===== config.mk =====
export PLATFORM = sky130hd
export DESIGN_NAME = instr_fetch
export DESIGN_NICKNAME = d
export VERILOG_FILES = /design/src/rtl/cpu_pkg.sv /design/src/rtl/fetch_pc.sv /design/src/rtl/instr_fetch.sv
export SDC_FILE = /design/constraint.sdc
export NUM_CORES = 1
export LEC_CHECK = 0
export CAP_MARGIN = 0
export CORE_MARGIN = 3
export CORE_UTILIZATION = 38
export DETAILED_ROUTE_END_ITERATION = 12
export PLACE_DENSITY = 0.85
export RECOVER_POWER = 100
export SLEW_MARGIN = 20
export SYNTH_ARGS = -nofsm -noshare
export SYNTH_HDL_FRONTEND = slang
export SYNTH_HIERARCHICAL = 1
export SYNTH_SLANG_ARGS = --single-unit

===== constraint.sdc =====
create_clock -name clk -period 1.75 [get_ports clk]
set_clock_uncertainty 0.1 [all_clocks]
set_input_delay 0.525 -clock clk [delete_from_list [all_inputs] [get_ports clk]]
set_output_delay 0.525 -clock clk [all_outputs]
set_load 0.01 [all_outputs]

===== src/rtl/cpu_pkg.sv =====
// Shared CPU definitions: opcode encodings, fetch sequencer states and the
// field widths used by the fetch unit, the control unit and the program ROM.
package cpu_pkg;

  localparam int ROM_ADDR_W = 8;
  localparam int INSTR_W    = 16;
  localparam int OPCODE_W   = 4;
  localparam int OPERAND_W  = INSTR_W - OPCODE_W;

  // Opcode encodings shared with the control unit's decoder.
  localparam logic [OPCODE_W-1:0] OP_NOP  = 4'b0000;
  localparam logic [OPCODE_W-1:0] OP_MOV  = 4'b0001;
  localparam logic [OPCODE_W-1:0] OP_ADD  = 4'b0010;
  localparam logic [OPCODE_W-1:0] OP_SUB  = 4'b0011;
  localparam logic [OPCODE_W-1:0] OP_AND  = 4'b0100;
  localparam logic [OPCODE_W-1:0] OP_OR   = 4'b0101;
  localparam logic [OPCODE_W-1:0] OP_XOR  = 4'b0110;
  localparam logic [OPCODE_W-1:0] OP_NOT  = 4'b0111;
  localparam logic [OPCODE_W-1:0] OP_SHL  = 4'b1000;
  localparam logic [OPCODE_W-1:0] OP_SHR  = 4'b1001;
  localparam logic [OPCODE_W-1:0] OP_LT   = 4'b1010;
  localparam logic [OPCODE_W-1:0] OP_EQ   = 4'b1011;
  localparam logic [OPCODE_W-1:0] OP_JMP  = 4'b1100;
  localparam logic [OPCODE_W-1:0] OP_HALT = 4'b1111;

  // Fetch sequencer states, kept as plain constants for legacy tooling.
  typedef logic [2:0] fetch_state_t;
  localparam fetch_state_t ST_IDLE   = 3'd0;
  localparam fetch_state_t ST_FETCH  = 3'd1;
  localparam fetch_state_t ST_LATCH  = 3'd2;
  localparam fetch_state_t ST_ISSUE  = 3'd3;
  localparam fetch_state_t ST_HALTED = 3'd4;

endpackage


===== src/rtl/fetch_pc.sv =====
// Program counter register for the fetch sequencer: synchronous load has
// priority over increment; asynchronous reset returns it to RESET_PC.
module fetch_pc #(
  parameter int                ADDR_W   = 8,
  parameter logic [ADDR_W-1:0] RESET_PC = '0
) (
  input  logic              clk,
  input  logic              rst_n,
  input  logic              load,
  input  logic [ADDR_W-1:0] load_value,
  input  logic              incr,
  output logic [ADDR_W-1:0] pc
);

  // NOTE: sequential state is always written with non-blocking assignments.
  always_ff @(posedge clk or negedge rst_n) begin
    if (!rst_n) begin
      pc <= RESET_PC;
    end else if (load) begin
      pc <= load_value;
    end else if (incr) begin
      pc <= pc + ADDR_W'(1);
    end
  end

endmodule


===== src/rtl/instr_fetch.sv =====
// Instruction fetch sequencer: drives the program ROM, consumes NOP/HALT (and
// JMP when FETCH_JUMP_EN is defined) and issues all other opcodes downstream.
module instr_fetch
  import cpu_pkg::*;
#(
  parameter int                ADDR_W   = 8,
  parameter int                DATA_W   = 16,
  parameter logic [ADDR_W-1:0] RESET_PC = '0
) (
  input  logic                       clk,
  input  logic                       rst_n,
  input  logic                       start,
  input  logic                       stall,
  output logic [ADDR_W-1:0]          rom_address,
  output logic                       rom_read_enable,
  input  logic [DATA_W-1:0]          rom_data,
  output logic [OPCODE_W-1:0]        opcode,
  output logic [DATA_W-OPCODE_W-1:0] operand,
  output logic                       instr_valid,
  output logic                       halted,
  output logic [ADDR_W-1:0]          pc
);

  localparam int OPND_W = DATA_W - OPCODE_W;

  fetch_state_t state, state_nxt;

  logic [OPCODE_W-1:0] word_op;
  logic [OPND_W-1:0]   word_opnd;
  logic                pc_load;
  logic                pc_incr;
  logic [ADDR_W-1:0]   pc_load_value;

  assign word_op   = rom_data[DATA_W-1 -: OPCODE_W];
  assign word_opnd = rom_data[OPND_W-1:0];

  // NOTE: every signal driven here gets a default first so no path infers a latch.
  always_comb begin
    state_nxt     = state;
    pc_load       = 1'b0;
    pc_incr       = 1'b0;
    pc_load_value = RESET_PC;
    case (state)
      ST_IDLE, ST_HALTED: begin
        if (start) begin
          state_nxt = ST_FETCH;
          pc_load   = 1'b1;
        end
      end
      ST_FETCH: state_nxt = ST_LATCH;
      ST_LATCH: begin
        // The word on rom_data is the one requested during FETCH.
        pc_incr = 1'b1;
        if (word_op == OP_HALT) begin
          state_nxt = ST_HALTED;
`ifdef FETCH_JUMP_EN
        end else if (word_op == OP_JMP) begin
          state_nxt     = ST_FETCH;
          pc_load       = 1'b1;
          pc_load_value = word_opnd[ADDR_W-1:0];
`endif
        end else if (word_op == OP_NOP) begin
          state_nxt = ST_FETCH;
        end else begin
          state_nxt = ST_ISSUE;
        end
      end
      ST_ISSUE: begin
        if (!stall) state_nxt = ST_FETCH;
      end
      default: state_nxt = ST_IDLE;
    endcase
  end

  always_ff @(posedge clk or negedge rst_n) begin
    if (!rst_n) begin
      state   <= ST_IDLE;
      opcode  <= '0;
      operand <= '0;
    end else begin
      state <= state_nxt;
      // Issued fields only change when a new instruction enters ISSUE.
      if (state == ST_LATCH && state_nxt == ST_ISSUE) begin
        opcode  <= word_op;
        operand <= word_opnd;
      end
    end
  end

  fetch_pc #(
    .ADDR_W   (ADDR_W),
    .RESET_PC (RESET_PC)
  ) u_fetch_pc (
    .clk        (clk),
    .rst_n      (rst_n),
    .load       (pc_load),
    .load_value (pc_load_value),
    .incr       (pc_incr),
    .pc         (pc)
  );

  assign rom_address     = pc;
  assign rom_read_enable = (state == ST_FETCH);
  assign instr_valid     = (state == ST_ISSUE);
  assign halted          = (state == ST_HALTED);

endmodule

# [Word level (Yosys, flattened, before mapping)]
# Cells that the tools add are included.
# W data, S select, Z words.
[op_classes] n_addsub=1 n_eq_ne=6 n_mux=10 reduce_logical=5
[ops] operator="$mux W8" n=2
[ops] operator="$pmux W3 S4" n=1
[ops] operator="$eq A3 B2 Y1 const B" n=3
[ops] operator="$mux W3" n=3
[ops] operator="$add A8 B1 Y8 const B" n=1
[ops] operator="$eq A4 B4 Y1 const B" n=1
[ops] operator="$logic_not A4 Y1" n=1
[ops] operator="$eq A3 B1 Y1 const B" n=1
[ops] operator="$eq A3 B3 Y1 const B" n=1
[ops] operator="$logic_not A3 Y1" n=1
[ops] operator="$mux W1" n=3
[ops] operator="$mux W2" n=1
[ops] operator="$reduce_bool A2 Y1" n=1
[ops] operator="$reduce_or A2 Y1" n=1
[ops] operator="$logic_and A1 B1 Y1" n=1
[totals] regBits=27 output_inout_bits=35 wordCells=26

# [Longest topological paths before layout]
# Gate-level depths: netlist of run 1.
[depth] depth_word=6 depth_mapped=5 ltp_nobuf=4

# [Hierarchy]
# Netlist of run 1, hierarchy kept.
[by_module_without_submodules] mod="instr_fetch" instances=1 cells_each=62 area_each_um2=898.4 seq_area_each_um2=475.5
[by_module_without_submodules] mod="fetch_pc" instances=1 cells_each=49 area_each_um2=450.4 seq_area_each_um2=200.2

# [Worst setup path before layout of run 1]
# No wires, ideal clock.
[synth_timing] kind="input-to-reg" startpoint="input port rom_data[13]" endpoint="register opcode[0]" arrival_time_ps=1800 setup_slack_ps=-275 stages=5 cell_sequence="or4_1 -> and3_1 -> buf_6 -> buf_12 -> mux2_4"
[synth_between] elab_chain_len=6 word_cells_on_any_way=7
[synth_rtl] item="start: declaration" line_no="instr_fetch.sv:16" text="input logic [DATA_W-1:0] rom_data,"
[synth_rtl] item="$logic_not A4 Y1" line_no="instr_fetch.sv:62" text="end else if (word_op == OP_NOP) begin"
[synth_rtl] item="$mux W2" line_no="instr_fetch.sv:62"
[synth_rtl] item="$mux W3 (*)" line_no="instr_fetch.sv:54" text="if (word_op == OP_HALT) begin"
[synth_rtl] item="$pmux W3 S4 (*)" line_no="instr_fetch.sv:43" text="case (state)"
[synth_rtl] item="$eq A3 B2 Y1 (*)" line_no="instr_fetch.sv:83" text="if (state == ST_LATCH && state_nxt == ST_ISSUE) begin"
[synth_rtl] item="$logic_and A1 B1 Y1 (*)" line_no="instr_fetch.sv:83"
[synth_rtl] item="end signal: assignment" line_no="instr_fetch.sv:84" text="opcode <= word_op;"
[synth_rtl] item="end: declaration" line_no="instr_fetch.sv:17" text="output logic [OPCODE_W-1:0] opcode,"
# Mark *: on every way between the ends. The rest lies on a longest branch, timed or not.
# A chain may end at the register's enable or synchronous reset.

# [Worst setup path in the final report of run 1]
[layout_timing] startpoint="register state[2]" endpoint="output port rom_read_enable"
[layout_between] elab_chain_len=1
[layout_rtl] item="start: declaration" line_no="instr_fetch.sv:26" text="fetch_state_t state, state_nxt;"
[layout_rtl] item="start signal: assignment" line_no="instr_fetch.sv:81" text="state <= state_nxt;"
[layout_rtl] item="$eq A3 B1 Y1" line_no="instr_fetch.sv:103" text="assign rom_read_enable = (state == ST_FETCH);"
[layout_rtl] item="end: declaration" line_no="instr_fetch.sv:15" text="output logic rom_read_enable,"
# No other way between the ends.

==> results.toml, run 1 <==
[placement]
placed_area_um2 = 2060
post-place-cells = 229
routabilityCongestion = 0.694
portBuffers = 54
dp_hpwl_um = 2520
pre_cts_slack_ns = -0.696

[drt]
via_per_inst = 4.83
wl_per_cell_um = 14.9
drtIter0Drc = 52
vias = 1266
ant_nets = 0
dr.pass1.iters = 6
drc = 0
drt_wl_total_um = 3900

[floorplan]
die_w_um = 65.6
io_pins = 55
die_h_um = 65.6
core_um2 = 3390
start_util_pct = 39.8
die-area_um2 = 4300
rows = 21

[clocking]
htree_levels = 1
cts_root_buf = "clkbuf_4"
cts_tree = "built"
path_clk_slew_ns = 0.15
clock_sinks = 27
ctsHoldBuffers = 0
clockBufferDepth = 2
clk_latency_ns = 0.33
cts_inserted_buffers = 3

[critical_path]
start_kind = "flip-flop"
cp_max_fo = 3
required_ns = 1.12
worst_ep_arrival_time_ns = 1.27
end_kind = "primary output"
worstSetupPathType = "flip-flop to primary output"

[sta]
max_freq_ghz = 0.527
layout_min_cycle_time_ns = 1.90
max_slew_margin_pct = 54.9
whs_ns = 0.427
setup_ws_ns = -0.149
rsz0062_at_grt = "yes"
slew_violations = 0
tns_ns = -2.10
worstMarginPinSlew_ns = 0.677
timing.final.crit_share_pct = 109
final_hold_viol_count = 0
setup_violations = 24

[run_status]
violations = "negative setup slack"
status = "complete, but fails checks"

[logic_synthesis]
synth_edf_count = 0
synthAdderAreaFrac_pct = 0.928
yosys_warnings = 6
yosys.area_share.simple_pct = 16.0
avgSynthCellArea_um2 = 12.2
synth_xor_area_share_pct = 2.60
ys_async_sr_fraction_pct = 100
synth_top_family_by_area = "multiplexers"
ys_types = 29
muxShareOfSynthArea_pct = 16.9
synth-main-ff-cell = "dfrtp_1"
synth-compound-area-share_pct = 5.01
synth-seq-area-share_pct = 50.1
synth_area_um2 = 1350
synth_cells = 111
yosys_register_bits = 27

[pwr]
p_seq_share_pct = 28.1
pwr-share-clk_pct = 6.8
report.power.total_mw = 3.98
pwr-share-comb_pct = 65.1
p_int_mw = 2.54
power.density_nw_per_um2 = 1760
p_switching_mw = 1.45
p_leak_nw = 1.10
swShare_pct = 36.3
peakVddDrop_uv = 581

[finish]
layout_common_cells = "buf_4, dlygate4sd2_1, dfrtp_1"
fin_util_pct = 66.9
area_growth_pct = 68.2
final_common_cell = "buf_4"
drive_gt1_share_pct = 41.2
finalNonFillerCells = 262
design_area_um2 = 2270
nets = 238
antenna_cells = 0

[job]
max_cap_violations = 0

[hold_path]
worst_hold_path_type = "flip-flop to flip-flop"

[global_route]
antenna_found_initial = 0
grt_pass1_vias = 1294
grt_max_degree = 28
grt_pass1_wl_um = 6090
grt_usage_pct = 18.6
overflow = 0
## registers in the layout, indices dropped and copies added, names as in the netlist
| name | cells |
|---|---|
| state | 3 |
| u_fetch_pc/pc | 8 |
| operand | 12 |
| opcode | 4 |
## worst paths after layout
check | start | end | slack [ns] | cells after the start
max | state[2] | rom_read_enable | -0.15 | 3
min | operand[3] | operand[3] | 0.43 | 1
max reg2reg | state[2] | u_fetch_pc/pc[7] | -0.13 | 7
min reg2reg | operand[3] | operand[3] | 0.43 | 1
max in group asynchronous | rst_n | state[0] | 0.45 | 2
min in group asynchronous | rst_n | opcode[2] | 0.64 | 2
## Yosys cell counts, types with 2 or more instances
cell      number  area [um2]
dfrtp_1       27         676
mux2_4        10         150
nand2_1       10        37.5
buf_4          9        67.6
o21ai_0        7        35.0
mux2_2         6        67.6
nand3_1        5        25.0
nor3b_1        5        37.5
or4_1          4        30.0
nand4_1        3        18.8
nor2b_1        3        18.8
xor2_1         3        26.3
clkbuf_1       2        7.51
o21ai_1        2        10.0
## area by class of cell
| type | count | area [um2] |
|---|---|---|
| clock inverter | 1 | 5.00 |
| inverter | 1 | 3.75 |
| tap | 46 | 57.6 |
| multi-input combinational | 78 | 652 |
| sequential | 27 | 677 |
| timing repair buffer | 106 | 851 |
| fill | 250 | 1120 |
| clock buffer | 3 | 22.5 |
## power by group through the flow
stage | registers, mW | clock network [mW] | logic (mW)
after floorplan | 1.34 | 0 | 1.02
after global placement | 1.17 | 0 | 2.22
after detailed placement | 1.20 | 0 | 2.28
after CTS | 1.13 | 0.278 | 2.52
after global routing | 1.15 | 0.312 | 2.78
final | 1.12 | 0.273 | 2.59
## routing by layer
metal  global-route usage (%)  share of wire, %  vias up  routed length (um)
li1                         -                 -      589                   -
met1                     21.7                42      626                1640
met2                     34.5                53       47                2050
met3                     3.25               4.7        4                 185
met4                     4.92              0.59        0                  23
met5                        0                 0        -                   0
## worst max-delay path, cell delays in order, from the launching register on
cell and delay (ns):
dfrtp_1 0.41, buf_4 0.16, nor3b_2 0.21, buf_2 0.17
## cell families after synthesis
logic type      Yosys count
xor+xnor                  4
flops                    27
fa+ha+maj                 1
other cells               1
compound gates           12
buf+inv                  14
simple gates             35
mux                      17
## what timing repair did
action / in CTS / in global routing
resized for setup: 70 / 9
pin swaps: 5 / 2
setup endpoints to repair: 56 / 30
buffers inserted: 24 / 5
cloned: 1 / 0
No activity file was read; power rests on OpenSTA's default activity.
==> inputs of run 2 (changes only) <==
--- a/config.mk
+++ b/config.mk
@@ -7,9 +7,9 @@
 export LEC_CHECK = 0
 export CAP_MARGIN = 0
 export CORE_MARGIN = 3
-export CORE_UTILIZATION = 38
+export CORE_UTILIZATION = 35
 export DETAILED_ROUTE_END_ITERATION = 12
-export PLACE_DENSITY = 0.85
+export PLACE_DENSITY = 0.8
 export RECOVER_POWER = 100
 export SLEW_MARGIN = 20
 export SYNTH_ARGS = -nofsm -noshare
==> results.toml, run 2 (synthesized netlist as in run 1, its figures left out) <==
[run_status]
violations = "negative setup slack"
status = "complete, but fails checks"

[critical_path]
r2r_end = "operand[0]"
start_kind = "flip-flop"
required_ns = 1.80
worst_ep_arrival_time_ns = 1.85
worstSetupPathType = "flip-flop to flip-flop"
cp_max_fo = 8
r2r-start = "state[2]"
end_kind = "flip-flop"
r2r_slack_ns = -0.05
rr_worst_depth = 5

[finish]
area_growth_pct = 62.7
fillers = 308
final_common_cell = "dlygate4sd2_1"
fin_util_pct = 62.3
regMostFlops = "operand"
reg.largest.list = "operand x12, u_fetch_pc/pc x8, opcode x4"
antenna_cells = 0
largest_register_ffs = 12
layout_common_cells = "dlygate4sd2_1, buf_4, dfrtp_1"
drive_gt1_share_pct = 35.9
nets = 220

[clocking]
cts_tree = "built"
clock_sinks = 27
htree_levels = 1
cts_root_buf = "clkbuf_8"
path_clk_slew_ns = 0.09
cts_inserted_buffers = 3
clk_latency_ns = 0.26
clockBufferDepth = 2

[sta]
max_freq_ghz = 0.554
setup_violations = 19
timing.final.crit_share_pct = 103
tns_ns = -0.786
max_slew_margin_pct = 55.7
worstMarginPinSlew_ns = 0.664
slew_violations = 0
setup_ws_ns = -0.0548
rsz0062_at_grt = "yes"
whs_ns = 0.411
final_hold_viol_count = 0
layout_min_cycle_time_ns = 1.80

[drt]
drtIter0Drc = 21
drt_wl_total_um = 3590
vias = 1157
ant_nets = 0
wl_per_cell_um = 14.7
via_per_inst = 4.74
drc = 0
dr.pass1.iters = 4

[floorplan]
die_h_um = 68.1
start_util_pct = 38.3
die_w_um = 68.1
core_um2 = 3520
rows = 21
io_pins = 55
die-area_um2 = 4630

[global_route]
met2_usage_pct = 29.1
top_usage_layer = "met2"
grt_max_degree = 28
use_met3_pct = 4.11
globalRouteMet1Util_pct = 17.8
antenna_found_initial = 0
grt_usage_pct = 15.6
grt_pass1_wl_um = 5520
grt_pass1_vias = 1225
overflow = 0

[job]
max_cap_violations = 0

[hold_path]
worst_hold_path_type = "flip-flop to flip-flop"
holdPathStages = 1
worstHoldStart = "operand[10]"
holdPathEnd = "operand[10]"

[placement]
portBuffers = 54
routabilityCongestion = 0.763
dp_hpwl_um = 2470

[pwr]
power.density_nw_per_um2 = 1720
p_leak_nw = 1.06
peakVddDrop_uv = 709
-- run 2: critical path, cell delays in order, from the launching register on --
cell and delay (ns):
dfrtp_1 0.44, buf_6 0.15, nor3b_4 0.23, buf_4 0.15, and3_4 0.27, mux2_2 0.36
-- run 2: where the power goes --
group | switching [mW] | internal, mW | leakage [nW]
Sequential | 0.195 | 0.939 | 0.323
Combinational | 0.975 | 1.32 | 0.713
Clock | 0.174 | 0.162 | 0.0228
-- run 2: layout make-up --
class,instances,area [um2],area share [%]
Sequential cell,27,676,30.8
Tap cell,46,57.6,2.62
Clock buffer,4,45.0,2.05
Multi-Input combinational cell,78,668,30.4
Timing Repair Buffer,88,744,33.9
Inverter,1,3.75,0.171
-- run 2: per-layer routing --
metal	share of wire, %	vias to the layer above
li1	-	553
met1	40	564
met2	53	40
met3	6.5	0
met4	0	0
met5	0	-
-- run 2: what timing repair did --
action                     in CTS  in global routing
hold buffers                    0                  0
pin swaps                       5                  3
setup endpoints to repair      56                 25
setup buffers                   8                  2
cloned                          1                  0
gates resized for setup        66                 11
-- run 2: stage by stage --
step	instances	area, um2	power [mW]	setup slack, ns
3_5_place_dp	230	2070	3.49	-0.693
5_1_grt	244	2190	4.07	-0.104
2_1_floorplan	118	1380	2.36	-0.260
6_report	244	2190	3.77	-0.0548
4_1_cts	242	2140	3.71	-0.0420
3_3_place_gp	230	2070	3.41	-0.654
-- run 2: worst max path at each step --
| stage | slack (ns) | startpoint | cells after the start | end |
|---|---|---|---|---|
| after floorplan | -0.26 | rom_data[13] | 5 | opcode[0] |
| after global placement | -0.65 | rom_data[13] | 5 | operand[11] |
| after detailed placement | -0.69 | rom_data[13] | 5 | operand[11] |
| after CTS | -0.04 | state[0] | 3 | halted |
| after global routing | -0.10 | state[2] | 7 | u_fetch_pc/pc[5] |
| final | -0.05 | state[2] | 5 | operand[0] |
==> inputs of run 3 (changes only) <==
--- a/config.mk
+++ b/config.mk
@@ -14,5 +14,4 @@
 export SLEW_MARGIN = 20
 export SYNTH_ARGS = -nofsm -noshare
 export SYNTH_HDL_FRONTEND = slang
-export SYNTH_HIERARCHICAL = 1
 export SYNTH_SLANG_ARGS = --single-unit
==> results.toml, run 3 <==
[finish]
layout_common_cells = "dlygate4sd2_1, dfrtp_1, mux2_4"
final_common_cell = "dlygate4sd2_1"
area_growth_pct = 61.6
regMostFlops = "operand"
antenna_cells = 0
nets = 199
fin_util_pct = 61.4
finalNonFillerCells = 223
drive_gt1_share_pct = 35.6
reg.largest.list = "operand x12, u_fetch_pc.pc x8, opcode x4"
largest_register_ffs = 12

[logic_synthesis]
avgSynthCellArea_um2 = 12.8
muxShareOfSynthArea_pct = 16.5
yosys-top-cells-area = "dfrtp_1, mux2_4, mux2_2, buf_4, a21oi_1"
yosys_warnings = 0
synth.top_cell.area_share_pct = 51.2
ys_types = 30
synth_common_cells = "dfrtp_1, mux2_4, buf_4"
synthAdderAreaFrac_pct = 0.949
synth_nets = 124
synth_cells = 103
yosysMostFrequentCell = "dfrtp_1"
synth_edf_count = 0
synth-seq-area-share_pct = 51.2
synth_top_family_by_area = "multiplexers"
yosys_register_bits = 27
synth_area_um2 = 1320
yosys.area_share.simple_pct = 14.9
synth_xor_area_share_pct = 1.33
synth-main-ff-cell = "dfrtp_1"
synth-compound-area-share_pct = 6.45
ys_async_sr_fraction_pct = 100
yosys.area.top_type = "dfrtp_1"

[floorplan]
rows = 21
core_um2 = 3470
io_pins = 55
start_util_pct = 38.0
die_w_um = 67.4
die-area_um2 = 4540
die_h_um = 67.4

[global_route]
grt_max_degree = 28
antenna_found_initial = 0
grt_pass1_wl_um = 5190
grt_pass1_vias = 1150
grt_usage_pct = 15.0
overflow = 0

[sta]
tns_ns = -1.34
rsz0062_at_grt = "yes"
setup_violations = 20
slew_violations = 0
max_slew_margin_pct = 56.2
worstMarginPinSlew_ns = 0.656
final_hold_viol_count = 0
max_freq_ghz = 0.541
layout_min_cycle_time_ns = 1.85
timing.final.crit_share_pct = 106
whs_ns = 0.394
setup_ws_ns = -0.0978

[pwr]
pwr-share-clk_pct = 10.5
p_leak_nw = 1.03
p_int_mw = 2.25
p_seq_share_pct = 31.2
power.density_nw_per_um2 = 1590
swShare_pct = 33.5
p_switching_mw = 1.13
peakVddDrop_uv = 784
pwr-share-comb_pct = 58.3

[placement]
routabilityCongestion = 0.813
dp_hpwl_um = 2320
post-place-cells = 204
portBuffers = 54

[clocking]
cts_root_buf = "clkbuf_8"
clock_sinks = 27
ctsHoldBuffers = 0
clockBufferDepth = 2
cts_tree = "built"
cts_inserted_buffers = 3
path_clk_slew_ns = 0.09
clk_latency_ns = 0.27
htree_levels = 1

[critical_path]
cp_slowest_cell = "or4_4"
start_kind = "primary input"
worst_ep_arrival_time_ns = 1.91
rr_worst_depth = 5
worstSetupPathType = "primary input to flip-flop"
cp_max_fo = 5
cpPeakStageDelay_ns = 0.53
cp_cell_sequence = "buf_8 -> or4_4 -> nor3b_4 -> buf_6 -> clkbuf_16 -> mux2_4"
required_ns = 1.81
end_kind = "flip-flop"

[drt]
ant_nets = 0
vias = 1111
drt_wl_total_um = 3440
via_per_inst = 4.98
drc = 0
wl_per_cell_um = 15.4
drtIter0Drc = 26
dr.pass1.iters = 4

[job]
max_cap_violations = 0

[run_status]
violations = "negative setup slack"
status = "complete, but fails checks"

[hold_path]
worst_hold_path_type = "primary input to flip-flop"
holdPathStages = 2
[run 3: path summary, 6_finish.rpt]
kind                               from                to  slack, ns
setup / recovery           rom_data[15]         opcode[0]       -0.1
hold / removal             rom_data[15]         opcode[3]       0.39
setup reg to reg               state[2]         opcode[0]      -0.07
hold reg to reg              operand[6]        operand[6]       0.41
max in group asynchronous         rst_n         opcode[3]       0.42
min in group asynchronous         rst_n  u_fetch_pc.pc[1]       0.70
[run 3: cell type report]
cell class                      instances  area, um2
Inverter                                2       7.51
Tap cell                               46       57.6
Multi-Input combinational cell         62        599
Timing Repair Buffer                   82        746
Fill cell                             309       1340
Clock buffer                            4       45.0
Sequential cell                        27        676
[run 3: worst max-delay path: cells and delay by family]
family	cells	cell delay, ns
buf+inv	3	0.38
mux	1	0.29
simple gates	2	0.70
[run 3: timing repair]
item / 4_1_cts / 5_1_grt
buffers inserted: 11 / 3
endpoints found under the setup margin: 54 / 22
pin swaps: 6 / 7
cloned: 0 / 1
resized for setup: 70 / 18
[run 3: stage by stage]
stage                     setup WS, ns  total power [mW]  instance area (um2)
after floorplan                 -0.228              2.03                 1320
after global placement          -0.896              2.75                 1910
after detailed placement        -0.995              2.81                 1910
after CTS                      -0.0607              3.17                 2020
after global routing            -0.103              3.58                 2130
final                          -0.0978              3.38                 2130
[run 3: kinds of logic (layout without fill, tap and decap cells)]
family | count (synthesis) | after routing
flip-flops | 27 | 27
XOR/XNOR | 2 | 2
AND/OR/NAND/NOR | 28 | 28
buffers and inverters | 14 | 88
AO/OA/AOI/OAI | 15 | 15
adder cells (fa/ha/maj) | 1 | 1
multiplexers | 16 | 16
[run 3: power groups by stage]
| stage | registers, mW | clock network [mW] | logic, mW |
|---|---|---|---|
| final | 1.06 | 0.354 | 1.97 |
| after global routing | 1.09 | 0.386 | 2.11 |
| after CTS | 1.05 | 0.361 | 1.77 |
| after detailed placement | 1.07 | 0 | 1.74 |
| after global placement | 1.07 | 0 | 1.68 |
| after floorplan | 1.18 | 0 | 0.857 |
[run 3: per-layer routing]
layer | wire length, um | GRT usage (%)
met1 | 1480 | 17.5
met3 | 206 | 2.83
met2 | 1680 | 27.6
met4 | 77 | 4.56
met5 | 0 | 0
